### config.mk
export PLATFORM = sky130hd
export DESIGN_NAME = uart_tx_fifo
export DESIGN_NICKNAME = d
export VERILOG_FILES = /design/src/rtl/uart_tx_fifo.sv
export SDC_FILE = /design/constraint.sdc
export NUM_CORES = 1
export LEC_CHECK = 0
export CORE_ASPECT_RATIO = 1.1
export CORE_MARGIN = 5
export CORE_UTILIZATION = 40
export CTS_CLUSTER_DIAMETER = 100
export DETAILED_ROUTE_END_ITERATION = 12
export DONT_BUFFER_PORTS = 1
export GPL_TIMING_DRIVEN = 0
export PLACE_DENSITY = 0.56
export SETUP_SLACK_MARGIN = 0.4
export SYNTH_ARGS = -nofsm -noshare
export SYNTH_HDL_FRONTEND = slang
export SYNTH_SLANG_ARGS = --single-unit
### constraint.sdc
create_clock -name clock -period 3.55 [get_ports clock]
set_input_delay 0.8875 -clock clock [delete_from_list [all_inputs] [get_ports clock]]
set_output_delay 0.8875 -clock clock [all_outputs]
set_load 0.05 [all_outputs]
### src/rtl/uart_tx_fifo.sv
// uart_tx_fifo
//
// UART transmitter with a valid/ready byte input and a small transmit buffer.
// Bytes are queued, then serialised LSB first onto data_tx. Each frame is a
// start bit, 5..8 data bits, an optional parity bit and one or two stop bits.
// The frame format and the baud divisor are latched when a byte is popped, so
// changing them only affects later frames.
//
// Build option:
//   UART_TX_FIFO_EN defined   : FIFO_DEPTH-entry circular buffer.
//   UART_TX_FIFO_EN undefined : single holding register (depth 1); FIFO_DEPTH
//                               only sets the fifo_count port width.
//
// Ports:
//   clock        system clock, all state on the rising edge
//   reset        asynchronous, active-high reset
//   baud_div     bit period is baud_div+1 clocks
//   data_len     00=5, 01=6, 10=7, 11=8 data bits
//   parity_type  00=none, 01=odd, 10=even, 11=none
//   stop_bits    0=one, 1=two stop bits
//   tx_data      byte to queue
//   tx_valid     producer offers tx_data
//   tx_ready     buffer not full
//   data_tx      serial line, idles high
//   active_flag  high while a frame is on the line
//   done_flag    one-cycle pulse after the last stop bit
//   fifo_count   number of occupied buffer entries
module uart_tx_fifo #(
   parameter int FIFO_DEPTH = 8,
   parameter int DIV_WIDTH  = 16
) (
   input  logic                        clock,
   input  logic                        reset,
   input  logic [DIV_WIDTH-1:0]        baud_div,
   input  logic [1:0]                  data_len,
   input  logic [1:0]                  parity_type,
   input  logic                        stop_bits,
   input  logic [7:0]                  tx_data,
   input  logic                        tx_valid,
   output logic                        tx_ready,
   output logic                        data_tx,
   output logic                        active_flag,
   output logic                        done_flag,
   output logic [$clog2(FIFO_DEPTH):0] fifo_count
);

   localparam int CW = $clog2(FIFO_DEPTH) + 1;

   localparam logic [2:0] S_IDLE   = 3'd0;
   localparam logic [2:0] S_START  = 3'd1;
   localparam logic [2:0] S_DATA   = 3'd2;
   localparam logic [2:0] S_PARITY = 3'd3;
   localparam logic [2:0] S_STOP   = 3'd4;

   logic [CW-1:0]        count_q, count_d;
   logic                 ready_q, ready_d;
   logic                 push, pop, load;
   logic [7:0]           head;

   logic [2:0]           state_q, state_d;
   logic [DIV_WIDTH-1:0] div_q, div_d;
   logic [DIV_WIDTH-1:0] baud_cnt_q, baud_cnt_d;
   logic [2:0]           bit_cnt_q, bit_cnt_d;
   logic [1:0]           len_q, len_d;
   logic [1:0]           par_q, par_d;
   logic                 stop_q, stop_d;
   logic [7:0]           data_q, data_d;
   logic                 tx_q, tx_d;
   logic                 active_q, active_d;
   logic                 done_q, done_d;
   logic                 bit_end;

   // Bits above the selected length are cleared at load time so they can
   // never reach the line or the parity bit.
   function automatic logic [7:0] len_mask(input logic [1:0] l);
      case (l)
         2'b00:   len_mask = 8'h1F;
         2'b01:   len_mask = 8'h3F;
         2'b10:   len_mask = 8'h7F;
         default: len_mask = 8'hFF;
      endcase
   endfunction

   assign push = tx_valid && ready_q;

   // ---------------------------------------------------------------- buffer
`ifdef UART_TX_FIFO_EN
   localparam int AW = $clog2(FIFO_DEPTH);
   localparam logic [CW-1:0] FULL = CW'(FIFO_DEPTH);

   logic [7:0]    mem_q [FIFO_DEPTH];
   logic [AW-1:0] wr_ptr_q, wr_ptr_d;
   logic [AW-1:0] rd_ptr_q, rd_ptr_d;

   assign head = mem_q[rd_ptr_q];

   // Pointers wrap naturally because the depth is a power of two.
   always_comb begin
      wr_ptr_d = push ? wr_ptr_q + AW'(1) : wr_ptr_q;
      rd_ptr_d = pop  ? rd_ptr_q + AW'(1) : rd_ptr_q;
   end

   always_ff @(posedge clock or posedge reset) begin
      if (reset) begin
         wr_ptr_q <= '0;
         rd_ptr_q <= '0;
      end else begin
         wr_ptr_q <= wr_ptr_d;
         rd_ptr_q <= rd_ptr_d;
      end
   end

   always_ff @(posedge clock) begin
      if (push) mem_q[wr_ptr_q] <= tx_data;
   end
`else
   localparam logic [CW-1:0] FULL = CW'(1);

   logic [7:0] hold_q, hold_d;

   assign head = hold_q;

   always_comb hold_d = push ? tx_data : hold_q;

   always_ff @(posedge clock or posedge reset) begin
      if (reset) hold_q <= '0;
      else       hold_q <= hold_d;
   end
`endif

   // Push and pop on the same edge leave the count unchanged.
   always_comb begin
      count_d = count_q;
      if (push && !pop)      count_d = count_q + CW'(1);
      else if (pop && !push) count_d = count_q - CW'(1);
      ready_d = (count_d != FULL);
   end

   // ------------------------------------------------------------------- FSM
   assign bit_end = (baud_cnt_q == div_q);

   always_comb begin
      state_d    = state_q;
      div_d      = div_q;
      len_d      = len_q;
      par_d      = par_q;
      stop_d     = stop_q;
      data_d     = data_q;
      baud_cnt_d = baud_cnt_q;
      bit_cnt_d  = bit_cnt_q;
      done_d     = 1'b0;
      load       = 1'b0;
      pop        = 1'b0;

      case (state_q)
         S_IDLE: begin
            if (count_q != '0) load = 1'b1;
         end
         S_START: begin
            if (bit_end) begin
               state_d    = S_DATA;
               baud_cnt_d = '0;
               bit_cnt_d  = '0;
            end else begin
               baud_cnt_d = baud_cnt_q + DIV_WIDTH'(1);
            end
         end
         S_DATA: begin
            if (bit_end) begin
               baud_cnt_d = '0;
               // last data bit index is N-1 = data_len + 4
               if (bit_cnt_q == ({1'b0, len_q} + 3'd4)) begin
                  bit_cnt_d = '0;
                  state_d   = (par_q == 2'b01 || par_q == 2'b10) ? S_PARITY : S_STOP;
               end else begin
                  bit_cnt_d = bit_cnt_q + 3'd1;
               end
            end else begin
               baud_cnt_d = baud_cnt_q + DIV_WIDTH'(1);
            end
         end
         S_PARITY: begin
            if (bit_end) begin
               state_d    = S_STOP;
               baud_cnt_d = '0;
               bit_cnt_d  = '0;
            end else begin
               baud_cnt_d = baud_cnt_q + DIV_WIDTH'(1);
            end
         end
         S_STOP: begin
            if (bit_end) begin
               baud_cnt_d = '0;
               if (bit_cnt_q == {2'b00, stop_q}) begin
                  done_d = 1'b1;
                  // chain straight into the next start bit when data waits
                  if (count_q != '0) load = 1'b1;
                  else               state_d = S_IDLE;
               end else begin
                  bit_cnt_d = bit_cnt_q + 3'd1;
               end
            end else begin
               baud_cnt_d = baud_cnt_q + DIV_WIDTH'(1);
            end
         end
         default: state_d = S_IDLE;
      endcase

      if (load) begin
         pop        = 1'b1;
         state_d    = S_START;
         div_d      = baud_div;
         len_d      = data_len;
         par_d      = parity_type;
         stop_d     = stop_bits;
         data_d     = head & len_mask(data_len);
         baud_cnt_d = '0;
         bit_cnt_d  = '0;
      end

      // Line level is registered: derive it from the next state.
      case (state_d)
         S_START:  tx_d = 1'b0;
         S_DATA:   tx_d = data_d[bit_cnt_d];
         S_PARITY: tx_d = (^data_d) ^ (par_d == 2'b01);
         default:  tx_d = 1'b1;
      endcase
      active_d = (state_d != S_IDLE);
   end

   always_ff @(posedge clock or posedge reset) begin
      if (reset) begin
         state_q    <= S_IDLE;
         div_q      <= '0;
         len_q      <= '0;
         par_q      <= '0;
         stop_q     <= 1'b0;
         data_q     <= '0;
         baud_cnt_q <= '0;
         bit_cnt_q  <= '0;
         count_q    <= '0;
         ready_q    <= 1'b1;
         tx_q       <= 1'b1;
         active_q   <= 1'b0;
         done_q     <= 1'b0;
      end else begin
         state_q    <= state_d;
         div_q      <= div_d;
         len_q      <= len_d;
         par_q      <= par_d;
         stop_q     <= stop_d;
         data_q     <= data_d;
         baud_cnt_q <= baud_cnt_d;
         bit_cnt_q  <= bit_cnt_d;
         count_q    <= count_d;
         ready_q    <= ready_d;
         tx_q       <= tx_d;
         active_q   <= active_d;
         done_q     <= done_d;
      end
   end

   assign tx_ready    = ready_q;
   assign data_tx     = tx_q;
   assign active_flag = active_q;
   assign done_flag   = done_q;
   assign fifo_count  = count_q;

endmodule

==> impl_metrics.yaml, run 1 <==
power:
  worst_ir_drop_vdd_mv: 0.266
  p_total_w: 0.00222
  p_int_w: 0.00144
  powerDensity_nw_per_um2: 554
  combPwrFrac_pct: 19.2
  switching_share_pct: 35.2
  power_frac_seq_pct: 50.4
  switching_power_w: 0.000784
  leakagePower_nw: 1.76
  clockPowerShare_pct: 30.4
yosys:
  synth_enable_flop_cells: 0
  ys.warnings.count: 0
  ys_types: 55
  seq_area_frac_synth_pct: 46.1
  netlist_area_um2: 3650
  synth_area_leaders: "dfrtp_1 (45%), nand2_1 (9.2%), xnor2_1 (4.8%)"
  synth_largest_area_cell: "dfrtp_1"
  synth_cells: 395
  ys.flop_type: "dfrtp_1"
  syn_nets: 431
  synth_async_sr_flop_share_pct: 100
  synth_top_area_share_pct: 44.6
  synth-seq-cells: 67
  syn_area_per_cell_um2: 9.23
setup_path:
  crit-reg2reg-launch: "baud_cnt_q[5]$_DFFE_PP0P_"
  reg2reg_depth: 8
  crit_type: "flop to flop"
  rrSetupSlack_ns: 0.57
  critPathBufInv: 2
  cp_top_family: "simple AND/OR/NAND/NOR gates"
  slowest_stage: "nor2_1"
  crit_path_max_incr_delay_ns: 0.58
  cp_cell_sequence: "xor2_1 -> nor4_1 -> and4_1 -> buf_4 -> a21oi_4 -> nor2_1 -> clkbuf_1 -> o32ai_1"
  worstReg2RegEnd: "baud_cnt_q[6]$_DFFE_PP0P_"
  critPathMaxFanout: 10
  end_kind: "flop"
  arrival_ns: 3.19
  start_kind: "flop"
  required_ns: 3.75
grt:
  grt_pass1_wl_um: 14600
  grt_max_degree: 68
  grt_usage_pct: 16.6
  globalRouteOverflowTotal: 0
  grt_pass1_vias: 2863
  antenna_found_initial: 0
clocking:
  root_buffer: "clkbuf_8"
  ctsHoldBuffers: 0
  cts-buffers-inserted: 9
  clockBufferDepth: 2
  cts_tree: "yes"
  clk_pin_slew_worst_paths_ns: 0.08
  clock_sink_count: 67
  worstSkewPairLatency_ns: 0.35
  htreeDepth: 3
floorplanning:
  die_area_um2: 11100
  io-pin-count: 40
  start_util_pct: 41.1
  die-width_um: 101
  core_um2: 8870
  num_rows: 36
  die_h_um: 110
sta:
  finalHoldViolCount: 0
  whs_ns: 0.503
  post-route-period-util_pct: 84.0
  skew_ns: 0.0177
  min_period_ns: 2.98
  final_max_slew_viol_count: 0
  rsz0062_at_grt: "false"
  tightest_slew_ns: 0.833
  setup_viol: 0
  fin_tns_setup_ns: 0
  maxSlewHeadroom_pct: 44.5
  clock.fmax_mhz: 335
min_path:
  min-delay-start: "div_q[2]$_DFFE_PP0N_"
  min_path_type: "flop to flop"
  holdPathStages: 2
  hold-path-endpoint: "div_q[2]$_DFFE_PP0N_"
routing:
  vias_per_cell: 5.44
  drtIter0Drc: 169
  routed_wl_um: 8580
  route.detailed.drc: 0
  ant_nets: 0
  vias: 2864
  dr.pass1.iters: 4
  routedWlPerCell_um: 16.3
finish:
  layout.nets: 443
  area_growth_pct: 10.2
  diodes: 0
  drive_gt1_share_pct: 9.47
  layout_commonest_cell: "nand2_1"
  final_cell_mix: "nand2_1 (88), dfrtp_1 (65), xnor2_1 (20), xor2_1 (20), nand3_1 (19)"
  fin_util_pct: 45.3
placement:
  io_buffers: 0
  place.gp.congestion: 0.820
  hpwl_um: 6190
run_status:
  outcome: "completed"
flow_run:
  maxCapViolations: 0
==> tightest hold or removal path, delay by kind of cell (launching register included) <==
family | cells | cell delay, ns
AND/OR/NAND/NOR | 2 | 0.12
flip-flops | 1 | 0.36
==> timing repair <==
| item | CTS | global route |
|---|---|---|
| pin swaps | 1 | 1 |
| cloned | 0 | 0 |
| gates resized for setup | 1 | 1 |
| endpoints found under the setup margin | 1 | 1 |
| hold endpoints to repair | 0 | 0 |
| buffers inserted | 0 | 1 |
==> cell type report <==
| type | count | area, µm² |
|---|---|---|
| fillers | 876 | 4860 |
| multi-input cells | 305 | 1880 |
| flip-flops and latches | 67 | 1680 |
| well taps | 114 | 143 |
| clock buffers | 9 | 124 |
| clock inverters | 7 | 83.8 |
| plain buffers | 17 | 78.8 |
| inverters | 6 | 25.0 |
| repair buffers | 1 | 7.51 |
==> worst max-delay path by stage <==
stage / endpoint / slack (ns) / from / depth (start not counted)
after floorplan: active_flag$_DFF_PP0_ / 0.98 / reset / 1
after global placement: head[4]$_DFFE_PP0P_ / 0.15 / reset / 1
after detailed placement: tx_ready$_DFF_PP1_ / 0.26 / baud_cnt_q[5]$_DFFE_PP0P_ / 8
after CTS: tx_ready$_DFF_PP1_ / 0.42 / baud_cnt_q[5]$_DFFE_PP0P_ / 8
after global routing: baud_cnt_q[6]$_DFFE_PP0P_ / 0.41 / baud_cnt_q[5]$_DFFE_PP0P_ / 8
final: baud_cnt_q[6]$_DFFE_PP0P_ / 0.57 / baud_cnt_q[5]$_DFFE_PP0P_ / 8
==> metal layers <==
layer / vias up / routed length [µm] / track usage, %
met5: - / 0 / 0
met4: 0 / 99 / 5.13
met3: 8 / 342 / 3.71
met2: 55 / 3730 / 24.3
met1: 1397 / 4410 / 24.6
li1: 1404 / - / -
==> kinds of logic (layout without fill, tap and decap cells) <==
family	after synthesis	after routing	synth area share [%]
muxes	14	14	4.26
DFF	67	67	46.1
buffers and inverters	23	40	2.78
and+or+nand+nor	173	173	22.6
AOI/OAI and AO/OA	74	74	13.3
xor gates and xnor gates	40	40	9.61
adders and majority gates	4	4	1.37
==> state kept, by name, summed over array words and instances (netlist names) <==
| signal | cells |
|---|---|
| data_q | 8 |
| active_flag | 1 |
| bit_cnt_q | 3 |
| data_tx | 1 |
| par_q | 2 |
| state_q | 3 |
| head | 8 |
| len_q | 2 |
| tx_ready | 1 |
| fifo_count | 4 |
| baud_cnt_q | 16 |
| done_flag | 1 |
| stop_q | 1 |
| div_q | 16 |
==> synthesized netlist by cell type (all sizes together), types with 5 or more instances <==
library cell  number
nand2             89
dfrtp             65
o21ai             29
xnor2             20
xor2              20
nand3             19
a21oi             15
nor2              15
clkbuf            14
and3              12
mux2               9
inv                6
nand4              6
nor4               6
mux2i              5
nand2b             5
==> power by group through the flow <==
stage	Combinational (W)	Clock (W)	Sequential [W]
finish	0.000427	0.000676	0.00112
global route	0.000488	0.000723	0.00115
floorplan	0.000358	0	0.00110
detailed placement	0.000431	0	0.00114
CTS	0.000433	0.000692	0.00112
global placement	0.000421	0	0.00113
==> stage by stage <==
stage / area, µm² / std cells / setup slack (ns)
3_5_place_dp: 3790 / 509 / 0.262
2_1_floorplan: 3650 / 395 / 0.983
5_1_grt: 4020 / 526 / 0.413
3_3_place_gp: 3790 / 509 / 0.154
4_1_cts: 4000 / 525 / 0.422
6_report: 4020 / 526 / 0.569
(Power assumes the default switching activity.)
==> inputs of run 2 (changes only) <==
Settings changed: ABC_AREA set to 1.
Clock period 3.55 ns to 2.95 ns, I/O delays scaled along.
==> run 2 against run 1 <==
  * First-iteration DRC count down 3.0%
  * Combinational power increased by 35%
  * Area after synthesis increased by 4.9%
  * Synthesized cell count grew 33%
  * Count of clock-buffer cells in the layout up 1
  * Via count up 17%
  * Fmax increased by 22%
  * Non-clock buffer count increased by 7
  * Flip-flop and latch count unchanged
  * Core utilization up 2.2 points
  * Critical endpoint is now data_tx$_DFF_PP1_
  * Largest cell class unchanged
==> impl_metrics.yaml, run 2 <==
routing:
  routed_wl_um: 9460
  ant_nets: 0
  drtIter0Drc: 164
  vias_per_cell: 4.98
  routedWlPerCell_um: 14.0
  dr.pass1.iters: 4
  vias: 3365
  route.detailed.drc: 0
setup_path:
  arrival_ns: 2.71
  cp_cell_sequence: "inv_2 -> ha_4 -> inv_2 -> nor3_4 -> nor2_2 -> nand4_4 -> nand2_4 -> clkbuf_16 -> o21ai_4 -> inv_2 -> nand2_2 -> nand3_1 -> nand2_1 -> nand2_1 -> nand3_1 -> nand2_1"
  crit_type: "flop to flop"
  cp_top_family: "simple AND/OR/NAND/NOR gates"
  critPathBufInv: 4
  crit_path_max_incr_delay_ns: 0.54
  critPathMaxFanout: 7
  end_kind: "flop"
  reg2reg_depth: 16
  cp_num_cells: 16
  start_kind: "flop"
  slowest_stage: "dfrtp_2"
  required_ns: 3.23
power:
  powerDensity_nw_per_um2: 623
  worst_ir_drop_vdd_mv: 0.352
  leakagePower_nw: 2.21
grt:
  grt_usage_pct: 17.0
  grt_pass1_vias: 3340
  antenna_found_initial: 0
  globalRouteOverflowTotal: 0
  grt_pass1_wl_um: 15600
  grt_max_degree: 68
yosys:
  synth_top_area_share_pct: 42.5
  netlist_area_um2: 3820
  ys.flop_type: "dfrtp_1"
  syn_area_per_cell_um2: 7.27
  synth.most_common_cell: "nand2_1"
  syn_nets: 562
  synth-seq-cells: 67
  synth_cells: 526
  seq_area_frac_synth_pct: 43.9
  synth_largest_area_cell: "dfrtp_1"
  synth_enable_flop_cells: 0
  synth_common_cells: "nand2_1 (171), inv_1 (76), dfrtp_1 (65)"
  ys.warnings.count: 0
  ys_types: 36
  synth_async_sr_flop_share_pct: 100
  synth_area_leaders: "dfrtp_1 (43%), nand2_1 (17%), inv_1 (7.5%)"
sta:
  rsz0062_at_grt: "true"
  post-route-period-util_pct: 82.6
  finalHoldViolCount: 0
  skew_ns: 0.0109
  min_period_ns: 2.44
  clock.fmax_mhz: 410
  setup_viol: 0
  final_max_slew_viol_count: 0
  maxSlewHeadroom_pct: 43.4
  tightest_slew_ns: 0.849
  whs_ns: 0.427
clocking:
  clock_sink_count: 67
  htreeDepth: 3
  clk_pin_slew_worst_paths_ns: 0.08
  clockBufferDepth: 2
  ctsHoldBuffers: 0
  cts_tree: "yes"
  root_buffer: "clkbuf_8"
  cts-buffers-inserted: 9
  worstSkewPairLatency_ns: 0.35
floorplanning:
  die-width_um: 103
  num_rows: 37
  die_area_um2: 11600
  core_um2: 9350
  io-pin-count: 40
  die_h_um: 113
  start_util_pct: 40.9
finish:
  layout.nets: 590
  nFillCells: 916
  final_cell_mix: "nand2_1 (167), inv_1 (71), dfrtp_1 (63), nand3_1 (37), o21ai_0 (34)"
  drive_gt1_share_pct: 16.5
  diodes: 0
  area_growth_pct: 16.0
  layout_commonest_cell: "nand2_1"
  multi_input_area_um2: 1850
  reg_top3: "baud_cnt_q (16), div_q (16)"
  final_cell_area_um2: 4440
  seqCellArea_um2: 1680
min_path:
  min_path_type: "input pin to async pin"
placement:
  place.gp.congestion: 0.815
  hpwl_um: 6570
  io_buffers: 0
  place_area_um2: 3970
run_status:
  outcome: "completed"
flow_run:
  maxCapViolations: 0
[run 2: final cells by class]
cell class              count  share of cell area [%]
repair buffers             17                    3.27
clock inverters             6                    2.00
clock buffers              10                    3.10
well taps                 117                    3.30
multi-input cells         367                    41.7
plain buffers               8                    1.49
flip-flops and latches     67                    37.9
inverters                  84                    7.22
[run 2: final timing paths]
check,from,endpoint,slack [ns]
setup / recovery,fifo_count[0]$_DFF_PP0_,data_tx$_DFF_PP1_,0.51
hold / removal,reset,div_q[2]$_DFFE_PP0N_,0.43
setup reg to reg,fifo_count[0]$_DFF_PP0_,data_tx$_DFF_PP1_,0.51
hold reg to reg,head[5]$_DFFE_PP0P_,head[5]$_DFFE_PP0P_,0.49
max in group asynchronous,reset,fifo_count[1]$_DFF_PP0_,1.94
min in group clock,head[5]$_DFFE_PP0P_,head[5]$_DFFE_PP0P_,0.49
[run 2: logic make-up after synthesis]
| group | Yosys count | share of synthesized area [%] |
|---|---|---|
| DFF | 67 | 43.9 |
| xor gates and xnor gates | 5 | 1.15 |
| buffers and inverters | 92 | 9.94 |
| adders and majority gates | 4 | 1.31 |
| and+or+nand+nor | 280 | 32.2 |
| AOI/OAI and AO/OA | 78 | 11.5 |
[run 2: layer usage]
| metal | wire length [µm] | GRT usage (%) |
|---|---|---|
| met5 | 0 | 0 |
| met3 | 387 | 3.98 |
| met4 | 159 | 5.27 |
| met2 | 4760 | 28.8 |
| met1 | 4160 | 21.1 |
[run 2: worst reg2reg max path: stages, from the launching register on]
cell,delay [ns]
dfrtp_2,0.54
inv_2,0.14
ha_4,0.13
inv_2,0.04
nor3_4,0.31
nor2_2,0.09
nand4_4,0.13
nand2_4,0.12
clkbuf_16,0.19
o21ai_4,0.17
inv_2,0.08
nand2_2,0.08
nand3_1,0.10
nand2_1,0.07
nand2_1,0.05
nand3_1,0.06
nand2_1,0.07
[run 2: power by group]
part | switching, W | leakage, nW | total, W | internal [W]
Clock | 0.000384 | 0.108 | 0.000883 | 0.000499
Sequential | 0.000248 | 0.811 | 0.00130 | 0.00106
Combinational | 0.000353 | 1.29 | 0.000577 | 0.000224
Total | 0.000985 | 2.21 | 0.00276 | 0.00178
[run 2: repair_timing]
| action | CTS | global route |
|---|---|---|
| pin swaps | 2 | 8 |
| gates cloned | 0 | 1 |
| gates resized for setup | 8 | 20 |
| endpoints found under the setup margin | 43 | 17 |
| setup buffers | 1 | 15 |
[run 2: stage by stage]
| stage | std cells | setup WS (ns) | TNS, ns | power, W | util [%] |
|---|---|---|---|---|---|
| detailed placement | 643 | -0.0749 | -0.470 | 0.00181 | 42.5 |
| global placement | 643 | -0.354 | -22.97 | 0.00178 | 42.5 |
| CTS | 660 | 0.390 | 0 | 0.00272 | 45.3 |
| global route | 676 | 0.366 | 0 | 0.00293 | 47.5 |
| floorplan | 526 | 0.533 | 0 | 0.00168 | - |
| finish | 676 | 0.512 | 0 | 0.00276 | 47.5 |
==> inputs of run 3 (changes only) <==
Settings changed: PLACE_DENSITY 0.56 to 0.58.
Clock period 2.95 ns to 2.11 ns, I/O delays scaled along.
==> run 3 against run 2 <==
  * Worst hold slack worse by 0.28 ns
  * Core utilization is 9.6 points higher
  * Global-route usage up 1.1 points
  * Flip-flop and latch count is the same
  * Largest cell class unchanged
  * Register-to-register slack worse by 0.79 ns
  * First-iteration DRC count is 4.3% lower
  * Power up 55%
  * The run now ends with setup timing left
  * Final cell count is 5.2% higher
==> impl_metrics.yaml, run 3 (synthesized netlist as in run 2, its figures left out) <==
run_status:
  outcome: "complete, but fails checks"
  violations: "setup timing"
finish:
  reg_top3: "baud_cnt_q (16), div_q (16)"
  layout.nets: 625
  final_cell_mix: "nand2_1 (141), inv_1 (61), dfrtp_1 (59), buf_4 (30), nand2_2 (29)"
  area_growth_pct: 39.4
  layout_commonest_cell: "nand2_1"
  drive_gt1_share_pct: 36.4
  diodes: 0
setup_path:
  crit_path_max_incr_delay_ns: 0.56
  cp_top_family: "buffers and inverters"
  critPathMostFrequentCell: "buf_4"
  crit_type: "flop to flop"
  arrival_ns: 2.68
  required_ns: 2.40
  cp_num_cells: 16
  crit-reg2reg-launch: "fifo_count[0]$_DFF_PP0_"
  rrSetupSlack_ns: -0.28
  start_kind: "flop"
  critPathMaxFanout: 4
  reg2reg_depth: 16
  critPathLaunch: "fifo_count[0]$_DFF_PP0_"
  critPathBufInv: 9
  cp_cell_sequence: "inv_4 -> buf_4 -> buf_6 -> buf_4 -> buf_4 -> buf_4 -> buf_4 -> buf_4 -> nor3_2 -> inv_1 -> or2_4 -> a21oi_2 -> nor2_1 -> nand2_1 -> nor2_1 -> nand3_1"
  worstReg2RegEnd: "tx_ready$_DFF_PP1_"
  end_kind: "flop"
  slowest_stage: "dfrtp_4"
sta:
  tightest_slew_ns: 0.701
  clock.fmax_mhz: 418
  rsz0062_at_grt: "true"
  post-route-period-util_pct: 113
  worst_slack_ns: -0.280
  whs_ns: 0.148
  maxSlewHeadroom_pct: 53.2
  finalHoldViolCount: 0
  final_max_slew_viol_count: 0
  min_period_ns: 2.39
  setup_viol: 20
  skew_ns: 0.0126
placement:
  post-place-ws_ns: -0.313
  io_buffers: 0
  place.gp.congestion: 0.825
  hpwl_um: 6650
floorplanning:
  die_h_um: 113
  die_area_um2: 11600
  core_um2: 9350
  num_rows: 37
  die-width_um: 103
  io-pin-count: 40
  start_util_pct: 40.9
min_path:
  min_path_type: "input pin to async pin"
power:
  p_total_w: 0.00427
  leakagePower_nw: 2.57
  powerDensity_nw_per_um2: 801
  worst_ir_drop_vdd_mv: 0.512
clocking:
  htreeDepth: 3
  clk_pin_slew_worst_paths_ns: 0.08
  clock_sink_count: 67
  ctsHoldBuffers: 0
  cts-buffers-inserted: 9
  root_buffer: "clkbuf_8"
  clockBufferDepth: 2
  worstSkewPairLatency_ns: 0.35
  cts_tree: "yes"
routing:
  route.detailed.drc: 0
  vias: 3587
  dr.pass1.iters: 4
  routedWlPerCell_um: 14.9
  routed_wl_um: 10600
  drtIter0Drc: 157
  ant_nets: 0
  vias_per_cell: 5.05
grt:
  grt_max_degree: 38
  globalRouteOverflowTotal: 0
  grt_usage_pct: 18.0
  grt_pass1_wl_um: 16600
  grt_pass1_vias: 3567
  antenna_found_initial: 0
flow_run:
  maxCapViolations: 0
run 3: final cells by class:
type                    instances  area [µm²]
flip-flops and latches         67        1690
clock buffers                  11         131
multi-input cells             367        2270
well taps                     117         146
plain buffers                   8         145
inverters                      84         342
clock inverters                 5        77.6
repair buffers                 52         528
fillers                       857        4020
run 3: per-stage QoR:
step	setup TNS, ns	std cells	util [%]	instance area, µm²
global route	-5.44	711	57.0	5330
finish	-3.17	711	57.0	5330
detailed placement	-5.77	644	43.5	4070
global placement	-4.83	643	43.3	4050
CTS	-1.48	685	50.6	4730
floorplan	0	526	-	3900
run 3: how the worst max path moves through the flow:
stage / to / slack [ns]
2_1_floorplan: data_tx$_DFF_PP1_ / 0.03
3_3_place_gp: baud_cnt_q[13]$_DFFE_PP0P_ / -0.30
3_5_place_dp: baud_cnt_q[13]$_DFFE_PP0P_ / -0.31
4_1_cts: data_tx$_DFF_PP1_ / -0.18
5_1_grt: data_tx$_DFF_PP1_ / -0.38
6_report: tx_ready$_DFF_PP1_ / -0.28
run 3: routing by layer:
metal	wire, µm	vias up	GRT usage [%]
li1	-	1790	-
met1	4570	1707	22.1
met2	5460	69	30.7
met3	319	21	2.73
met4	213	0	8.12
met5	0	-	0
run 3: power breakdown:
part | total [W] | leakage, nW | switching, W | internal [W]
registers | 0.00184 | 0.806 | 0.000358 | 0.00149
clock network | 0.00117 | 0.103 | 0.000510 | 0.000663
logic | 0.00126 | 1.66 | 0.000669 | 0.000586
run 3: repair_timing:
action	in CTS	in global routing
cloned	2	3
buffers inserted	23	23
pin swaps	15	31
gates resized for setup	68	119
setup endpoints to repair	62	66
